===== src/rtl/sample_sequencer.sv =====
// Sample-playback sequencer: walks a ROM address window, absorbs ROM read latency,
// paces fetches with a period timer and hands each sample downstream over valid/ready.
module sample_sequencer #(
  parameter int ADDR_W   = 8,
  parameter int DATA_W   = 8,
  parameter int PERIOD_W = 16,
  parameter int ROM_LAT  = 4
) (
  input  logic                clk,
  input  logic                reset,
  input  logic                start,
  input  logic [ADDR_W-1:0]   start_addr,
  input  logic [ADDR_W-1:0]   end_addr,
  input  logic [PERIOD_W-1:0] period,
  input  logic                abort,
  output logic                busy,
  output logic [ADDR_W-1:0]   rom_addr,
  input  logic [DATA_W-1:0]   rom_data,
  output logic                sample_valid,
  output logic [DATA_W-1:0]   sample_data,
  input  logic                sample_ready,
  output logic                done
);

  typedef enum logic [2:0] {
    IDLE, LOAD, FETCH, PRESENT, WAIT, DONE
  } state_t;

  localparam int              LAT_W    = 4;
  localparam logic [LAT_W-1:0] LAT_LAST = LAT_W'(ROM_LAT - 1);

  state_t              state;
  logic [ADDR_W-1:0]   ptr;
  logic [ADDR_W-1:0]   start_q;
  logic [ADDR_W-1:0]   end_q;
  logic [PERIOD_W-1:0] per_q;
  logic [PERIOD_W-1:0] timer;
  logic [PERIOD_W-1:0] reload;
  logic [LAT_W-1:0]    lat_cnt;

  // period==0 behaves like period==1: back-to-back launches limited only by ROM latency
  assign reload   = (per_q == '0) ? '0 : per_q - PERIOD_W'(1);
  assign rom_addr = ptr;

  always_ff @(posedge clk) begin
    if (reset) begin
      state        <= IDLE;
      busy         <= 1'b0;
      sample_valid <= 1'b0;
      done         <= 1'b0;
      ptr          <= '0;
      sample_data  <= '0;
      timer        <= '0;
      lat_cnt      <= '0;
      start_q      <= '0;
      end_q        <= '0;
      per_q        <= '0;
    end else begin
      done  <= 1'b0;
      timer <= (timer != '0) ? timer - PERIOD_W'(1) : '0;

      if (state != IDLE && abort) begin
        state        <= IDLE;
        busy         <= 1'b0;
        sample_valid <= 1'b0;
      end else begin
        case (state)
          IDLE: begin
            if (start) begin
              start_q <= start_addr;
              end_q   <= end_addr;
              per_q   <= period;
              busy    <= 1'b1;
              state   <= LOAD;
            end
          end
          LOAD: begin
            ptr     <= start_q;
            timer   <= reload;
            lat_cnt <= '0;
            state   <= FETCH;
          end
          FETCH: begin
            if (lat_cnt == LAT_LAST) begin
              sample_data  <= rom_data;
              sample_valid <= 1'b1;
              state        <= PRESENT;
            end else begin
              lat_cnt <= lat_cnt + LAT_W'(1);
            end
          end
          PRESENT: begin
            if (sample_ready) begin
              sample_valid <= 1'b0;
              if (ptr == end_q) begin
                done  <= 1'b1;
                state <= DONE;
              end else begin
                ptr <= ptr + ADDR_W'(1);
                // timer already expired during the stall: relaunch immediately
                if (timer == '0) begin
                  timer   <= reload;
                  lat_cnt <= '0;
                  state   <= FETCH;
                end else begin
                  state <= WAIT;
                end
              end
            end
          end
          WAIT: begin
            if (timer == '0) begin
              timer   <= reload;
              lat_cnt <= '0;
              state   <= FETCH;
            end
          end
          DONE: begin
            busy  <= 1'b0;
            state <= IDLE;
          end
          default: begin
            busy         <= 1'b0;
            sample_valid <= 1'b0;
            state        <= IDLE;
          end
        endcase
      end
    end
  end

endmodule


===== config.mk =====
export PLATFORM = sky130hd
export DESIGN_NAME = sample_sequencer
export DESIGN_NICKNAME = d
export VERILOG_FILES = /design/src/rtl/sample_sequencer.sv
export SDC_FILE = /design/constraint.sdc
export NUM_CORES = 1
export LEC_CHECK = 0
export CORE_AREA = 5 5 91 93
export CTS_CLUSTER_DIAMETER = 150
export DETAILED_ROUTE_END_ITERATION = 10
export DIE_AREA = 0 0 96 98
export GPL_TIMING_DRIVEN = 0
export PLACE_DENSITY = 0.78
export SLEW_MARGIN = 10
export SYNTH_ARGS = -nofsm -noshare
export SYNTH_HDL_FRONTEND = slang
export SYNTH_SLANG_ARGS = --single-unit

===== constraint.sdc =====
create_clock -name clk -period 2.45 [get_ports clk]
set_clock_uncertainty 0.2 [all_clocks]
set_input_delay 0.3675 -clock clk [delete_from_list [all_inputs] [get_ports clk]]
set_output_delay 0.3675 -clock clk [all_outputs]
set_load 0.01 [all_outputs]

==> results.ini <==
[finish]
fillers = 637
final_area_mm2 = 0.00482
final_cell_mix = 79 x nand2_1, 74 x dfxtp_1, 61 x clkdlybuf4s50_1
stdcell_count = 634
nNetsFinal = 577
drive_gt1_share_pct = 8.83
final_common_cell = nand2_1
area_growth_pct = 27.1
diodes = 0
finish.utilization_pct = 64.7

[floorplan]
die_x_um = 96
core_mm2 = 0.00745
die_y_um = 98
die-area_mm2 = 0.00941
rows = 32
start_util_pct = 50.9
io-pin-count = 64

[global_route]
grt_overflow = 0
grt_pass1_wl_um = 16200
grt_max_degree = 15
grt_pass1_vias = 3458
antenna_found_initial = 0
grt_usage_pct = 21.4

[run_status]
status = finished, final reports clean

[worst_hold_path]
hold_start = start_q[1]$_SDFFE_PP0P_
hp-class = reg -> reg

[sta]
min_period_over_period_pct = 92.5
period_minus_slack_ps = 2270
relSlewSlack_pct = 55.7
timing.fmax_ghz = 0.441
setup_viol_count_final = 0
finalHoldViolCount = 0
worst_pin_slew_ps = 658
setup_slack_ps = 185
drv_slew = 0

[synthesis]
synthesis.nets = 505
syn_area_mm2 = 0.00379
ys_async_sr_fraction_pct = 0
synth-seq-cells = 74
synth_cells = 455
seq_area_frac_synth_pct = 39.1
ys.flop_type = dfxtp_1
synth-edff-count = 0
synth_area_leaders = dfxtp_1 39%, nand2_1 7.8%, a21oi_1 6.7%
yosys_warnings = 0
synth.avg_cell_area_um2 = 8.33
synth_cell_types = 56
yosysTopAreaCellShare_pct = 39.1
netlist.top_cell.by_area = dfxtp_1

[routing]
drtIter0Drc = 142
detail-route-antenna-nets = 0
routed_wl_um = 9770
viasPerCell = 5.59
dr.pass1.iters = 5
vias = 3546
drc = 0
wl_per_cell_um = 15.4

[flow_run]
drv_cap = 0

[worst_setup_path]
r2r_slack_ps = 180
worstPathMaxFanout = 8
required_ps = 2480
cp-startpoint = lat_cnt[0]$_SDFFE_PP0P_
cp.arrival_ps = 2290
crit_path_max_incr_delay_ps = 500
cp-end-kind = flip-flop
path_cells = ha_1, nor3b_1, nand2_1, nor2_2, mux2i_1, nor2_1
rr_startpoint = lat_cnt[0]$_SDFFE_PP0P_
start_kind = flip-flop
slowest_stage = nor2_2
path_class = reg -> reg

[pwr]
p_per_area_mw_per_mm2 = 891
ir_drop_v = 0.000405
leakagePower_nw = 1.69

[clocking]
clk_path_buf_depth = 2
ctsHoldBuffers = 0
cts_sinks = 74
cts.clk_slew.worst_paths_ps = 90
cts_buffers = 9
cts_tree = built
h-tree-depth = 3
cts-root-buf = clkbuf_8
clock_latency_ps = 340

[placed_design]
gp_congestion = 0.924
pre_cts_ws_ps = 34.2
place_area_mm2 = 0.00453
dp_hpwl_um = 7140
io_buffers = 61
place_inst = 618

cell type report:
cell class	count	area [um^2]	area share (%)
repair buffers	62	618	12.8
flip-flops and latches	74	1480	30.8
plain buffers	23	100	2.08
inverters	10	37.5	0.779
well taps	102	128	2.65
multi-input cells	347	2180	45.2
clock inverters	7	149	3.09
clock buffers	9	124	2.57
cell families (layout without fill, tap and decap cells):
group | Yosys count | in the layout | share of synthesized area [%]
and+or+nand+nor | 183 | 183 | 25.3
adders and majority gates | 5 | 5 | 1.65
buffers and inverters | 34 | 111 | 3.66
muxes | 11 | 11 | 2.94
AOI/OAI and AO/OA | 114 | 114 | 19.5
xor gates and xnor gates | 34 | 34 | 7.86
DFF | 74 | 74 | 39.1
per-layer routing:
layer	part of all wire [%]	GRT usage, %	vias up
li1	-	-	1756
met1	45	28.6	1662
met2	48	34.1	115
met3	5.6	5.01	13
met4	1.4	6.56	0
met5	0	0	-
flip-flops by register name, summed over array words and instances (netlist names):
register and cells:
sample_data 8, start_q 8, busy 1, rom_addr 8, end_q 8, state 3, lat_cnt 4, timer 16
per_q 16, sample_valid 1, done 1
critical path, delay by kind of cell (launching register included):
kind | cells | cell delay (ps)
flops | 1 | 380
fa+ha+maj | 1 | 200
simple gates | 4 | 1110
mux | 1 | 250
power breakdown:
group	total, W	internal, W	switching [W]
sequential	0.00156	0.00137	0.000187
combinational	0.00145	0.000656	0.000792
clock	0.00129	0.000792	0.000493
cell usage after synthesis (2+ instances only):
cell type,count
mux2i_1,10
nand2_1,79
nor4_1,3
nor3_1,11
nand2b_1,8
and4_1,5
nor3b_1,4
or3_2,2
nand3_1,6
o22ai_1,12
nor2b_1,2
a22oi_1,3
dfxtp_1,74
clkbuf_1,19
or4_1,5
nor4_4,2
o21ai_0,18
or3_1,3
nor2_1,30
buf_2,3
a21oi_2,2
a211o_1,3
ha_1,5
nor4_2,2
o32ai_1,6
xnor2_1,22
nand3b_1,4
xor2_1,12
a211oi_1,6
and3_1,2
o22ai_2,5
inv_1,10
nand4_1,4
a21oi_1,51
worst paths after layout:
check | to | cells past startpoint
worst max register to register | sample_data[5]$_SDFFE_PP0P_ | 6
worst min register to register | start_q[1]$_SDFFE_PP0P_ | 2
worst min-delay path | start_q[1]$_SDFFE_PP0P_ | 2
worst max-delay path | sample_data[5]$_SDFFE_PP0P_ | 6
timing repair:
| item | CTS | global route |
|---|---|---|
| setup endpoints to repair | 0 | 13 |
| gates resized for setup | 0 | 3 |
| setup buffers | 0 | 1 |
per-stage QoR:
| step | setup TNS, ps | total power (W) | hold slack [ps] |
|---|---|---|---|
| after global routing | -4.05 | 0.00453 | 282 |
| after CTS | 0 | 0.00428 | 263 |
| after floorplan | 0 | 0.00263 | 232 |
| final | 0 | 0.00429 | 266 |
| after global placement | 0 | 0.00294 | 248 |
| after detailed placement | 0 | 0.00298 | 253 |
Note: power is estimated with default switching activity, not from simulation.
